===== src/rtl/controle_passos_pkg.sv =====
// Shared types and constants for the step sequencer.
package controle_passos_pkg;

    // Sequencer FSM states
    typedef enum logic [1:0] {
        PARADO  = 2'd0,
        RODANDO = 2'd1,
        PAUSADO = 2'd2
    } estado_t;

    // Width of the step code driving the seven-segment step decoder (x,y,z)
    localparam int PASSO_W    = 3;

    // Largest number of steps the 3-bit step code can represent
    localparam int MAX_PASSOS = 8;

endpackage


===== src/rtl/gerador_tick.sv =====
// Timing prescaler: counts 0..TICK_DIV-1 while enabled and flags the last count.
module gerador_tick #(
    parameter int TICK_DIV = 50_000_000
) (
    input  logic clk,
    input  logic rst_n,
    input  logic en,
    input  logic clr,
    output logic tick
);

    localparam int CW = $clog2(TICK_DIV);
    localparam logic [CW-1:0] ULTIMO = CW'(TICK_DIV - 1);

    logic [CW-1:0] cnt;

    // Prescaler counter: clear has priority, otherwise count and wrap while enabled
    always_ff @(posedge clk or negedge rst_n) begin
        if (!rst_n) begin
            cnt <= '0;
        end else if (clr) begin
            cnt <= '0;
        end else if (en) begin
            if (cnt == ULTIMO) begin
                cnt <= '0;
            end else begin
                cnt <= cnt + 1'b1;
            end
        end
    end

    assign tick = (cnt == ULTIMO);

endmodule


===== src/rtl/controle_passos.sv =====
// Step sequencer: walks the toy through N_PASSOS numbered steps, timed or manual,
// with start/pause/stop control. All outputs come straight from flops.
module controle_passos
    import controle_passos_pkg::*;
#(
    parameter int TICK_DIV    = 50_000_000,
    parameter int DWELL_TICKS = 3,
    parameter int N_PASSOS    = 6
) (
    input  logic               clk,
    input  logic               rst_n,
    input  logic               iniciar,
    input  logic               pausar,
    input  logic               parar,
    input  logic               manual,
    input  logic               avancar,
    output logic [PASSO_W-1:0] passo,
    output logic               ativo,
    output logic               pausado,
    output logic               fim
);

    localparam int DW = (DWELL_TICKS > 1) ? $clog2(DWELL_TICKS) : 1;
    localparam logic [DW-1:0]      DWELL_ULT = DW'(DWELL_TICKS - 1);
    localparam logic [PASSO_W-1:0] PASSO_ULT = PASSO_W'(N_PASSOS - 1);

    estado_t            estado;
    estado_t            estado_prox;
    logic [DW-1:0]      dwell;
    logic [DW-1:0]      dwell_prox;
    logic [PASSO_W-1:0] passo_prox;
    logic               fim_prox;
    logic               ativo_prox;
    logic               pausado_prox;
    logic               avanca;
    logic               pre_en;
    logic               pre_clr;
    logic               tick;

    gerador_tick #(
        .TICK_DIV (TICK_DIV)
    ) u_gerador_tick (
        .clk   (clk),
        .rst_n (rst_n),
        .en    (pre_en),
        .clr   (pre_clr),
        .tick  (tick)
    );

    // State register together with the step, dwell and output flops
    always_ff @(posedge clk or negedge rst_n) begin
        if (!rst_n) begin
            estado  <= PARADO;
            passo   <= '0;
            dwell   <= '0;
            fim     <= 1'b0;
            ativo   <= 1'b0;
            pausado <= 1'b0;
        end else begin
            estado  <= estado_prox;
            passo   <= passo_prox;
            dwell   <= dwell_prox;
            fim     <= fim_prox;
            ativo   <= ativo_prox;
            pausado <= pausado_prox;
        end
    end

    // Next-state logic: request priority parar > pausar > iniciar > advance
    always_comb begin
        estado_prox = estado;
        passo_prox  = passo;
        dwell_prox  = dwell;
        fim_prox    = 1'b0;
        pre_en      = 1'b0;
        pre_clr     = 1'b0;
        avanca      = 1'b0;

        unique case (estado)
            PARADO: begin
                if (iniciar && !parar) begin
                    estado_prox = RODANDO;
                    passo_prox  = '0;
                    dwell_prox  = '0;
                    pre_clr     = 1'b1;
                end
            end

            RODANDO: begin
                if (parar) begin
                    estado_prox = PARADO;
                    passo_prox  = '0;
                    dwell_prox  = '0;
                    pre_clr     = 1'b1;
                end else if (pausar) begin
                    estado_prox = PAUSADO;
                    // A tick landing on the pause edge is held in the prescaler
                    // and consumed after resume instead of being lost.
                    pre_en      = !manual && !tick;
                end else if (manual) begin
                    if (avancar) begin
                        avanca     = 1'b1;
                        dwell_prox = '0;
                    end
                end else begin
                    pre_en = 1'b1;
                    if (tick) begin
                        if (dwell < DWELL_ULT) begin
                            dwell_prox = dwell + 1'b1;
                        end else begin
                            dwell_prox = '0;
                            avanca     = 1'b1;
                        end
                    end
                end

                if (avanca) begin
                    if (passo < PASSO_ULT) begin
                        passo_prox = passo + 1'b1;
                    end else begin
                        estado_prox = PARADO;
                        passo_prox  = '0;
                        dwell_prox  = '0;
                        fim_prox    = 1'b1;
                        pre_clr     = 1'b1;
                    end
                end
            end

            PAUSADO: begin
                if (parar) begin
                    estado_prox = PARADO;
                    passo_prox  = '0;
                    dwell_prox  = '0;
                    pre_clr     = 1'b1;
                end else if (iniciar) begin
                    estado_prox = RODANDO;
                end
            end

            default: begin
                estado_prox = PARADO;
                passo_prox  = '0;
                dwell_prox  = '0;
                pre_clr     = 1'b1;
            end
        endcase
    end

    // Output decode from the next state, so ativo/pausado are registered
    always_comb begin
        ativo_prox   = (estado_prox != PARADO);
        pausado_prox = (estado_prox == PAUSADO);
    end

endmodule


===== config.mk =====
export PLATFORM = sky130hd
export DESIGN_NAME = controle_passos
export DESIGN_NICKNAME = d
export VERILOG_FILES = /design/src/rtl/controle_passos_pkg.sv /design/src/rtl/gerador_tick.sv /design/src/rtl/controle_passos.sv
export SDC_FILE = /design/constraint.sdc
export NUM_CORES = 1
export LEC_CHECK = 0
export BUFFER_PORTS_ARGS = -buffer_cell sky130_fd_sc_hd__clkbuf_2
export CELL_PAD_IN_SITES_DETAIL_PLACEMENT = 1
export CELL_PAD_IN_SITES_GLOBAL_PLACEMENT = 2
export CORE_MARGIN = 2
export CORE_UTILIZATION = 40
export CTS_BUF_LIST = sky130_fd_sc_hd__clkbuf_8
export CTS_CLUSTER_SIZE = 16
export DETAILED_ROUTE_END_ITERATION = 8
export PLACE_DENSITY = 0.93
export SLEW_MARGIN = 10
export SYNTH_ARGS = -nofsm -noshare
export SYNTH_HDL_FRONTEND = slang
export SYNTH_HIERARCHICAL = 1
export SYNTH_SLANG_ARGS = --single-unit

===== constraint.sdc =====
create_clock -name clk -period 4.3 [get_ports clk]
set_input_delay 0.215 -clock clk [delete_from_list [all_inputs] [get_ports clk]]
set_output_delay 0.215 -clock clk [all_outputs]
set_load 0.1 [all_outputs]

==> out/qor_table.md, run 1 <==
| Item | Reported | Unit |
|:---|:---|:---|
| Clock sink total | 36 | - |
| Peak ir drop on the vdd network | 0.325 | mV |
| Share of async-settable or async-resettable flops after synthesis | 1.00 | - |
| Synth Warn # | 6 | - |
| Total grt overflow | 0 | - |
| Most frequent cell on the critical path | sky130_fd_sc_hd__a21oi_1 | - |
| Number of buffer cells added on primary ports | 12 | - |
| Final critical-path share of the clock period | 0.895 | - |
| TritonCTS clock tree | done | - |
| Synth-to-layout area growth | 11.1 | % |
| Combinational power share | 0.298 | - |
| Cell area after technology mapping | 2160 | um^2 |
| Post-route cell area | 2400 | um^2 |
| Synth unique cells | 53 | - |
| Largest net degree at the start of global routing | 37 | - |
| Areal power density over the cells | 389 | nW/um^2 |
| Number of antenna violations at the first check in global routing | 0 | - |
| Row cnt | 26 | - |
| Total I/O pin count | 13 | - |
| Remaining max-slew budget at the tightest pin | 0.373 | - |
| Number of global-route vias before repair | 1873 | - |
| Width of the die | 77.5 | um |
| Vias per inst | 5.80 | - |
| Antenna Cells | 0 | - |
| Buffer levels on the longest clock path | 2 | - |
| Element type at the critical path start | flip-flop | - |
| Gate count after technology mapping | 234 | - |
| Top post-synthesis cells by area | sky130_fd_sc_hd__dfrtp_1, sky130_fd_sc_hd__a21oi_1, sky130_fd_sc_hd__ha_1 | - |
| Fraction of layout cells with a size suffix above 1 | 0.140 | - |
| RSZ-0062 raised after global routing | false | - |
| Synthesis-stage register bit count | 36 | - |
| DRC Markers | 0 | - |
| Largest area contributor in the netlist | sky130_fd_sc_hd__dfrtp_1 | - |
| Synthesized area divided by synthesized cell count | 9.23 | um^2 |
| Slew at the pin with the worst max-slew slack | 0.940 | ns |
| Worst Setup Path Type | reg -> reg | - |
| Sequence of cells on the critical path | ha_1 -> nand2_1 -> or3_1 -> nor2_1 -> nand3b_4 -> a211oi_1 -> a21oi_1 -> o21ai_0 -> o2111a_1 -> nand4_1 -> buf_4 -> or4_1 -> a21oi_1 | - |
| Run status | complete, no violations | - |
| Register-to-register setup slack | 0.45 | ns |
| Worst Setup Slack post-DPL | 0.187 | ns |
| Final hold violation count | 0 | - |
| Instance area at placement | 2290 | um^2 |
| Endpoint required time on the critical path | 4.51 | ns |
| CTS Buf Count | 5 | - |
| Final routed wire length divided by cell count | 15.9 | um |
| Number of hold buffers added after cts | 0 | - |
| Weighted congestion reported at the end of routability-driven placement | 0.780 | - |
| Main flop type after synthesis | sky130_fd_sc_hd__dfrtp_1 | - |
| Sequential fraction of the synthesis area | 0.417 | - |
| Top cells by count, synth | sky130_fd_sc_hd__dfrtp_1, sky130_fd_sc_hd__a21oi_1, sky130_fd_sc_hd__nand2_1, sky130_fd_sc_hd__nor2_1, sky130_fd_sc_hd__o21ai_0 | - |
| Critical path endpoint category | flip-flop | - |
| Level count of the clock H-tree | 2 | - |
| Max FO, Critical Path | 9 | - |
| Via count | 1856 | - |
| Final TNS setup | 0 | ns |
| Total half-perimeter wirelength after legalization and detailed placement | 3.59 | mm |
| Number of nets in the layout | 263 | - |
| Final standard cell utilization of the core | 0.464 | - |
| Later-pin clock latency in the skew report | 0.28 | ns |
| Switching component of the power | 348 | uW |
| Min cycle time layout | 3.85 | ns |
| Global router's overall resource usage | 0.181 | - |
| Register share of total power | 0.423 | - |
| Endpoints failing setup | 0 | - |
| Core region area | 5170 | um^2 |
| Clock-pin slew on the worst setup and hold paths | 0.07 | ns |
| Class of the worst hold path | in -> async | - |
| Maximum achievable frequency | 0.260 | GHz |
| EDFF count, synth | 0 | - |
| P_leak | 0.000993 | uW |
| Final Skew | 0.00656 | ns |
| Signal arrival time at the worst endpoint | 4.06 | ns |
| Final setup slack of the worst path | 0.450 | ns |
| First drt pass iteration count | 4 | - |
| Max incr delay on CP | 0.51 | ns |
| Final Power | 934 | uW |
| Pint | 586 | uW |
| Switching power as a share of total power | 0.372 | - |
| Most instantiated library cell after synthesis | sky130_fd_sc_hd__dfrtp_1 | - |
| Slowest stage cell on the critical path | sky130_fd_sc_hd__or4_1 | - |
| 1st-iter DRT viols | 55 | - |
| Relative contribution of the clock network to total power | 0.279 | - |
| Number of max-cap violations | 0 | - |
| Total die area | 6010 | um^2 |
| Fin. max-slew vios | 0 | - |
| Die height | 77.5 | um |
| Share of Yosys cell area claimed by the top area cell type | 0.417 | - |
| Clock root buffer master | sky130_fd_sc_hd__clkbuf_8 | - |
| Initial Util | 0.418 | - |
| Global-route wire length before repair | 8.79 | mm |
| Routed Antenna Nets | 0 | - |
| Post-Route WL | 5.08 | mm |
| Post-Synthesis Net Count | 247 | - |
cell usage in the layout (no fill, tap or decap), types with 2 or more instances in the layout:
master and instances:
sky130_fd_sc_hd__a211oi_1 4, sky130_fd_sc_hd__o31ai_1 7, sky130_fd_sc_hd__xor2_1 4, sky130_fd_sc_hd__dfrtp_1 36, sky130_fd_sc_hd__nor2b_1 3, sky130_fd_sc_hd__nand2b_1 2, sky130_fd_sc_hd__nand4_1 7, sky130_fd_sc_hd__nor3_1 5
sky130_fd_sc_hd__a22o_1 2, sky130_fd_sc_hd__clkbuf_2 12, sky130_fd_sc_hd__a31oi_1 2, sky130_fd_sc_hd__xnor2_1 4, sky130_fd_sc_hd__a22oi_1 2, sky130_fd_sc_hd__and2_1 2, sky130_fd_sc_hd__a21oi_1 24, sky130_fd_sc_hd__o21ai_0 13
sky130_fd_sc_hd__buf_4 6, sky130_fd_sc_hd__or4_1 7, sky130_fd_sc_hd__ha_1 6, sky130_fd_sc_hd__nand2_1 17, sky130_fd_sc_hd__and4_1 2, sky130_fd_sc_hd__nor2_1 17, sky130_fd_sc_hd__and3_1 2, sky130_fd_sc_hd__o22ai_1 2
sky130_fd_sc_hd__or3_1 8, sky130_fd_sc_hd__o211ai_1 2, sky130_fd_sc_hd__inv_1 10, sky130_fd_sc_hd__clkbuf_8 7, sky130_fd_sc_hd__nand3_1 11
state kept, by name, summed over array words and instances, names as in the netlist:
name	flops
u_gerador_tick/cnt	26
passo	3
dwell	2
estado	2
ativo	1
fim	1
pausado	1
final timing paths:
check,startpoint,end,depth (start not counted)
worst max-delay path,u_gerador_tick/cnt[0],u_gerador_tick/cnt[25],13
worst min-delay path,rst_n,u_gerador_tick/cnt[22],1
worst max register to register,u_gerador_tick/cnt[0],u_gerador_tick/cnt[25],13
worst min register to register,u_gerador_tick/cnt[23],u_gerador_tick/cnt[23],2
max in group asynchronous,rst_n,u_gerador_tick/cnt[1],1
min in group clk,parar,fim,3
cell type report:
class	count	area, um^2
fillers	618	2770
multi-input cells	179	1170
flip-flops and latches	36	901
repair buffers	18	105
clock buffers	7	96.3
well taps	70	87.6
inverters	10	37.5
through the flow:
| stage | hold WS [ns] | instances |
|---|---|---|
| finish | 0.0695 | 320 |
| global route | 0.134 | 320 |
| CTS | 0.101 | 318 |
| detailed placement | 0.416 | 311 |
| global placement | 0.399 | 311 |
| floorplan | -0.0806 | 234 |
power by group through the flow:
stage / Sequential [uW] / Clock (uW) / Combinational [uW]
5_1_grt: 398 / 284 / 308
4_1_cts: 394 / 268 / 281
3_3_place_gp: 398 / 0 / 280
2_1_floorplan: 444 / 0 / 169
3_5_place_dp: 401 / 0 / 280
6_report: 395 / 261 / 278
repair_timing:
item	4_1_cts	5_1_grt
setup buffers	0	2
endpoints found under the setup margin	0	4
gates resized for setup	0	0
worst max-delay path: cells and delay by family (launching register included):
family	cells	cell delay [ns]
AO/OA/AOI/OAI	5	1.20
buffers and inverters	1	0.18
AND/OR/NAND/NOR	6	1.66
flip-flops	1	0.45
adder cells (fa/ha/maj)	1	0.27
cell families after synthesis:
| logic type | count (synthesis) | synth area share |
|---|---|---|
| AOI/OAI and AO/OA | 71 | 0.220 |
| adders and majority gates | 6 | 0.0347 |
| DFF | 36 | 0.417 |
| and+or+nand+nor | 93 | 0.250 |
| xor gates and xnor gates | 8 | 0.0324 |
| buffers and inverters | 19 | 0.0405 |
| muxes | 1 | 0.00521 |
layer usage:
layer / share of wire / GRT usage / up-vias
li1: - / - / 913
met1: 0.47 / 0.232 / 910
met2: 0.49 / 0.307 / 26
met3: 0.026 / 0.0384 / 7
met4: 0.015 / 0.0554 / 0
met5: 0 / 0 / -
(Power assumes the default switching activity.)
==> inputs of run 2 (changes only) <==
--- a/config.mk
+++ b/config.mk
@@ -6,10 +6,10 @@
 export NUM_CORES = 1
 export LEC_CHECK = 0
 export BUFFER_PORTS_ARGS = -buffer_cell sky130_fd_sc_hd__clkbuf_2
-export CELL_PAD_IN_SITES_DETAIL_PLACEMENT = 1
-export CELL_PAD_IN_SITES_GLOBAL_PLACEMENT = 2
+export CELL_PAD_IN_SITES_DETAIL_PLACEMENT = 0
+export CELL_PAD_IN_SITES_GLOBAL_PLACEMENT = 1
 export CORE_MARGIN = 2
-export CORE_UTILIZATION = 40
+export CORE_UTILIZATION = 49
 export CTS_BUF_LIST = sky130_fd_sc_hd__clkbuf_8
 export CTS_CLUSTER_SIZE = 16
 export DETAILED_ROUTE_END_ITERATION = 8
==> out/qor_table.md, run 2 (synthesis gave the netlist of run 1 again) <==
| Item | Reported | Unit | Delta |
|:---|:---|:---|:---|
| Post-Route WL | 4.37 | mm | -14% |
| Endpoints failing setup | 0 | - | unchanged |
| Fin. max-slew vios | 0 | - | unchanged |
| Number of nets in the layout | 261 | - | -0.76% |
| Switching component of the power | 344 | uW | -0.92% |
| Total half-perimeter wirelength after legalization and detailed placement | 3.02 | mm | -16% |
| Total I/O pin count | 13 | - | unchanged |
| Core region area | 4290 | um^2 | -17% |
| Final setup slack of the worst path | 0.518 | ns | +0.0676 ns |
| Total grt overflow | 0 | - | unchanged |
| Slowest stage cell on the critical path | sky130_fd_sc_hd__or3_1 | - |  |
| Number of antenna violations at the first check in global routing | 0 | - | unchanged |
| Width of the die | 70.4 | um | -9.2% |
| Number of buffer cells added on primary ports | 12 | - | unchanged |
| Instance area at placement | 2260 | um^2 | -1.3% |
| GR Util met1 | 0.271 | - | +0.0396 |
| Later-pin clock latency in the skew report | 0.28 | ns | about the same |
| Clock root buffer master | sky130_fd_sc_hd__clkbuf_8 | - |  |
| Element type at the critical path start | flip-flop | - |  |
| RSZ-0062 raised after global routing | false | - |  |
| Weighted congestion reported at the end of routability-driven placement | 0.806 | - | +3.3% |
| Worst Setup Slack post-DPL | 0.326 | ns | +0.139 ns |
| Antenna Cells | 0 | - | unchanged |
| Synth-to-layout area growth | 9.84 | % |  |
| CTS Buf Count | 5 | - | unchanged |
| Die height | 70.4 | um | -9.2% |
| Switching power as a share of total power | 0.360 | - | -0.0124 |
| Most Used Layer, Global Route | met2 | - |  |
| Run status | complete, no violations | - |  |
| Clock-pin slew on the worst setup and hold paths | 0.07 | ns | about the same |
| Signal arrival time at the worst endpoint | 3.99 | ns | -0.07 ns |
| Final routed wire length divided by cell count | 14.5 | um | -8.6% |
| Vias per inst | 5.93 | - | +2.2% |
| Max reg flops | 26 | - | unchanged |
| DRC Markers | 0 | - | unchanged |
| Final critical-path share of the clock period | 0.880 | - | -0.0157 |
| Endpoint required time on the critical path | 4.50 | ns | about the same |
| Met2 GRT Util | 0.317 | - | +0.00961 |
| Maximum achievable frequency | 0.264 | GHz | +1.8% |
| Worst Setup Path Type | reg -> reg | - |  |
| Total die area | 4960 | um^2 | -17% |
| Pint | 613 | uW | +4.5% |
| Sequence of cells on the critical path | ha_1 -> nand2_1 -> or3_1 -> nor2_1 -> nand3b_4 -> a211oi_1 -> a21oi_1 -> o21ai_0 -> o2111a_1 -> nand4_1 -> buf_4 -> or4_1 -> a21oi_1 | - |  |
| 1st-iter DRT viols | 123 | - | +120% |
| Leading registers by flop count | u_gerador_tick/cnt (26), passo (3) | - |  |
| Top library cells by usage in the layout, fill and taps aside | sky130_fd_sc_hd__dfrtp_1, sky130_fd_sc_hd__a21oi_1, sky130_fd_sc_hd__nand2_1, sky130_fd_sc_hd__nor2_1, sky130_fd_sc_hd__o21ai_0 | - |  |
| Buffer levels on the longest clock path | 2 | - | unchanged |
| Routing usage on met3 | 0.0404 | - | +0.00203 |
| Post-CTS resize count | 0 | - | unchanged |
| Final hold violation count | 0 | - | unchanged |
| Number of max-cap violations | 0 | - | unchanged |
| Class of the worst hold path | in -> async | - |  |
| Biggest register | u_gerador_tick/cnt | - |  |
| Relative contribution of the clock network to total power | 0.301 | - | +0.022 |
| Fraction of layout cells with a size suffix above 1 | 0.133 | - | -0.00747 |
| Initial Util | 0.503 | - | +0.0854 |
| Final Skew | 0.00507 | ns | -0.00149 ns |
| Max incr delay on CP | 0.50 | ns | about the same |
| Critical path endpoint category | flip-flop | - |  |
| TritonCTS clock tree | done | - |  |
| Global router's overall resource usage | 0.204 | - | +0.0228 |
| Global-route wire length before repair | 8.06 | mm | -8.3% |
| Register share of total power | 0.410 | - | -0.013 |
| Largest net degree at the start of global routing | 37 | - | unchanged |
| Number of hold buffers added after cts | 0 | - | unchanged |
| Peak ir drop on the vdd network | 0.276 | mV | -15% |
| First drt pass iteration count | 5 | - | +1 |
| Post-route cell area | 2370 | um^2 | -1.1% |
| Min cycle time layout | 3.78 | ns | -0.0676 ns |
| Row cnt | 24 | - | -7.7% |
| Combinational power share | 0.289 | - | -0.009 |
| Number of global-route vias before repair | 1779 | - | -5.0% |
| Via count | 1785 | - | -3.8% |
| Clock sink total | 36 | - | unchanged |
| Final standard cell utilization of the core | 0.553 | - | +0.0888 |
| FILL cells | 394 | - | -36% |
| Routed Antenna Nets | 0 | - | unchanged |
| Most common library cell in the layout ignoring fill and taps | sky130_fd_sc_hd__dfrtp_1 | - |  |
| Areal power density over the cells | 403 | nW/um^2 | +3.6% |
| P_leak | 0.000994 | uW | about the same |
| Max FO, Critical Path | 13 | - | +4 |
| Remaining max-slew budget at the tightest pin | 0.402 | - | +0.0286 |
| Most frequent cell on the critical path | sky130_fd_sc_hd__a21oi_1 | - |  |
| Final TNS setup | 0 | ns | unchanged |
| Slew at the pin with the worst max-slew slack | 0.897 | ns | -0.0428 ns |
| Level count of the clock H-tree | 2 | - | unchanged |
## run 2: power groups by stage
stage	logic, uW	clock network (uW)	registers [uW]
final	277	289	392
after global routing	306	313	396
after CTS	277	301	392
after detailed placement	276	0	399
after global placement	277	0	397
after floorplan	169	0	444
## run 2: layout make-up
type / count / area [um^2] / area share
Clock inverter: 3 / 38.8 / 0.0163
Sequential cell: 36 / 901 / 0.380
Clock buffer: 5 / 68.8 / 0.0290
Tap cell: 52 / 65.1 / 0.0274
Inverter: 10 / 37.5 / 0.0158
Multi-Input combinational cell: 179 / 1170 / 0.494
Timing Repair Buffer: 16 / 90.1 / 0.0380
## run 2: stage by stage
stage	hold slack [ns]	total power, uW	instances
floorplan	-0.0806	613	234
global placement	0.386	674	292
detailed placement	0.393	675	292
CTS	0.0712	970	300
global route	0.118	1020	301
finish	0.0434	957	301
## run 2: routing by layer
| layer | part of all wire | vias up |
|---|---|---|
| li1 | - | 910 |
| met1 | 0.47 | 839 |
| met2 | 0.49 | 30 |
| met3 | 0.032 | 6 |
| met4 | 0.016 | 0 |
| met5 | 0 | - |
## run 2: worst paths after layout
| kind | endpoint | slack (ns) | startpoint | cells after the start |
|---|---|---|---|---|
| max in group asynchronous | u_gerador_tick/cnt[10] | 3.70 | rst_n | 1 |
| setup / recovery | u_gerador_tick/cnt[21] | 0.52 | u_gerador_tick/cnt[0] | 13 |
| min in group clk | fim | 0.32 | parar | 3 |
| setup reg to reg | u_gerador_tick/cnt[21] | 0.52 | u_gerador_tick/cnt[0] | 13 |
| hold reg to reg | u_gerador_tick/cnt[11] | 0.57 | u_gerador_tick/cnt[11] | 2 |
| hold / removal | pausado | 0.04 | rst_n | 1 |
## run 2: worst max-delay path: cells and delay by family, from the launching register on
family / cells / cell delay [ns]
adder cells (fa/ha/maj): 1 / 0.25
AO/OA/AOI/OAI: 5 / 1.21
buffers and inverters: 1 / 0.19
flip-flops: 1 / 0.44
AND/OR/NAND/NOR: 6 / 1.62
## run 2: what timing repair did
| action | CTS | global route |
|---|---|---|
| hold endpoints to repair | 0 | 0 |
| setup buffers | 0 | 1 |
| setup endpoints to repair | 0 | 4 |
==> inputs of run 3 (changes only) <==
--- a/config.mk
+++ b/config.mk
@@ -14,6 +14,7 @@
 export CTS_CLUSTER_SIZE = 16
 export DETAILED_ROUTE_END_ITERATION = 8
 export PLACE_DENSITY = 0.93
+export REMOVE_ABC_BUFFERS = 1
 export SLEW_MARGIN = 10
 export SYNTH_ARGS = -nofsm -noshare
 export SYNTH_HDL_FRONTEND = slang
==> out/qor_table.md, run 3 (synthesis gave the netlist of run 1 again) <==
| Item | Reported | Unit | Delta |
|:---|:---|:---|:---|
| Areal power density over the cells | 400 | nW/um^2 | -0.75% |
| Endpoint required time on the critical path | 4.50 | ns | about the same |
| Total grt overflow | 0 | - | unchanged |
| Signal arrival time at the worst endpoint | 3.98 | ns | about the same |
| Total half-perimeter wirelength after legalization and detailed placement | 2.98 | mm | -1.5% |
| Number of global-route vias before repair | 1681 | - | -5.5% |
| Register-to-register setup slack | 0.52 | ns | about the same |
| Final routed wire length divided by cell count | 14.1 | um | -2.7% |
| Core region area | 4290 | um^2 | unchanged |
| Global router's overall resource usage | 0.192 | - | -0.0116 |
| First drt pass iteration count | 4 | - | -1 |
| Clock-pin slew on the worst setup and hold paths | 0.07 | ns | about the same |
| Biggest register | u_gerador_tick/cnt | - |  |
| Final critical-path share of the clock period | 0.878 | - | -0.00123 |
| Element type at the critical path start | flip-flop | - |  |
| Fin. max-slew vios | 0 | - | unchanged |
| Post-CTS resize count | 0 | - | unchanged |
| FILL cells | 394 | - | unchanged |
| Max reg flops | 26 | - | unchanged |
| Peak ir drop on the vdd network | 0.193 | mV | -30% |
| Slew at the pin with the worst max-slew slack | 0.869 | ns | -0.0276 ns |
| Number of buffer cells added on primary ports | 12 | - | unchanged |
| Worst Setup Path Type | reg -> reg | - |  |
| Number of max-cap violations | 0 | - | unchanged |
| Number of antenna violations at the first check in global routing | 0 | - | unchanged |
| Max FO, Critical Path | 8 | - | -5 |
| Cell depth of the worst flop-to-flop path | 13 | - | unchanged |
| P_leak | 0.000997 | uW | +0.31% |
| Class of the worst hold path | in -> async | - |  |
| Leading registers by flop count | u_gerador_tick/cnt (26), passo (3) | - |  |
| Vias per inst | 5.94 | - | +0.17% |
| Level count of the clock H-tree | 2 | - | unchanged |
| Number of hold buffers added after cts | 0 | - | unchanged |
| Post-Route WL | 4.28 | mm | -2.0% |
| Placed instance count | 292 | - | unchanged |
| Slowest stage cell on the critical path | sky130_fd_sc_hd__or3_1 | - |  |
| Final hold violation count | 0 | - | unchanged |
| Remaining max-slew budget at the tightest pin | 0.420 | - | +0.0184 |
| CTS Buf Count | 5 | - | unchanged |
| Endpoints failing setup | 0 | - | unchanged |
| Min cycle time layout | 3.78 | ns | -0.00529 ns |
| Maximum achievable frequency | 0.265 | GHz | +0.14% |
| Filler-free cell count of the finished design | 303 | - | +0.66% |
| Critical path endpoint category | flip-flop | - |  |
| 1st-iter DRT viols | 99 | - | -20% |
| Later-pin clock latency in the skew report | 0.28 | ns | about the same |
| Fraction of layout cells with a size suffix above 1 | 0.143 | - | +0.0109 |
| Run status | complete, no violations | - |  |
| Max incr delay on CP | 0.49 | ns | about the same |
| Routed Antenna Nets | 0 | - | unchanged |
| Weighted congestion reported at the end of routability-driven placement | 0.812 | - | +0.79% |
| Via count | 1800 | - | +0.84% |
| Die height | 70.4 | um | unchanged |
| Total die area | 4960 | um^2 | unchanged |
| Width of the die | 70.4 | um | unchanged |
| Row cnt | 24 | - | unchanged |
| Top library cells by usage in the layout, fill and taps aside | sky130_fd_sc_hd__dfrtp_1, sky130_fd_sc_hd__a21oi_1, sky130_fd_sc_hd__nand2_1, sky130_fd_sc_hd__nor2_1, sky130_fd_sc_hd__o21ai_0 | - |  |
| Most common library cell in the layout ignoring fill and taps | sky130_fd_sc_hd__dfrtp_1 | - |  |
| RSZ-0062 raised after global routing | false | - |  |
| Buffer levels on the longest clock path | 2 | - | unchanged |
| Initial Util | 0.503 | - | unchanged |
| Final Skew | 0.00929 | ns | +0.00421 ns |
| Global-route wire length before repair | 7.76 | mm | -3.8% |
| Clock root buffer master | sky130_fd_sc_hd__clkbuf_8 | - |  |
| Largest net degree at the start of global routing | 37 | - | unchanged |
| Total I/O pin count | 13 | - | unchanged |
| # Post-CTS Setup Buffers | 0 | - | unchanged |
| TritonCTS clock tree | done | - |  |
| Final TNS setup | 0 | ns | unchanged |
| Synth-to-layout area growth | 10.7 | % |  |
| DRC Markers | 0 | - | unchanged |
| Clock sink total | 36 | - | unchanged |
| Number of nets in the layout | 263 | - | +0.77% |
| Sequence of cells on the critical path | ha_1 -> nand2_1 -> or3_1 -> nor2_1 -> nand3b_4 -> a211oi_1 -> a21oi_1 -> o21ai_0 -> o2111a_1 -> nand4bb_1 -> buf_4 -> or3_1 -> a21oi_1 | - |  |
| Antenna Cells | 0 | - | unchanged |
## run 3: changes by cell type in the layout (fill, tap and decap cells not counted), sizes merged
cell,before,now
clkinvlp,0,1
inv,11,10
buf,4,6
## run 3: worst paths after layout
| check | from | endpoint |
|---|---|---|
| min in group clk | parar | fim |
| min reg2reg | u_gerador_tick/cnt[25] | u_gerador_tick/cnt[25] |
| min | rst_n | u_gerador_tick/cnt[12] |
| max | u_gerador_tick/cnt[0] | u_gerador_tick/cnt[18] |
| max in group asynchronous | rst_n | u_gerador_tick/cnt[5] |
| max reg2reg | u_gerador_tick/cnt[0] | u_gerador_tick/cnt[18] |
## run 3: cell type report
class	instances	area (um^2)	area share
multi-input combinational	179	1170	0.490
sequential	36	901	0.377
timing repair buffer	18	105	0.0439
clock buffer	5	68.8	0.0288
tap	52	65.1	0.0272
clock inverter	3	42.5	0.0178
inverter	10	37.5	0.0157
## run 3: per-layer routing
layer,vias to the layer above,GRT usage,routed length (um)
li1,908,-,-
met1,870,0.263,2050
met2,20,0.318,2090
met3,2,0.0433,121
met4,0,0.0321,12
met5,-,0,0
## run 3: power by group
part	total [uW]	internal, uW	switching [uW]
Clock	289	171	117
Combinational	276	81.0	195
Sequential	393	362	30.7
Total	958	615	343
## run 3: through the flow
| step | instance area (um^2) | worst slack (ns) | hold slack, ns | total power [uW] | util |
|---|---|---|---|---|---|
| 2_1_floorplan | 2110 | 0.279 | -0.0806 | 599 | - |
| 3_3_place_gp | 2260 | 0.470 | 0.385 | 675 | 0.526 |
| 3_5_place_dp | 2260 | 0.334 | 0.376 | 675 | 0.526 |
| 4_1_cts | 2370 | 0.316 | 0.0707 | 970 | 0.552 |
| 5_1_grt | 2390 | 0.190 | 0.124 | 1020 | 0.557 |
| 6_report | 2390 | 0.523 | 0.0359 | 958 | 0.557 |
## run 3: worst max-delay path: cells and delay by family, from the launching register on
kind,cells,cell delay (ns)
adder cells (fa/ha/maj),1,0.26
AND/OR/NAND/NOR,6,1.60
flip-flops,1,0.45
AO/OA/AOI/OAI,5,1.13
buffers and inverters,1,0.25
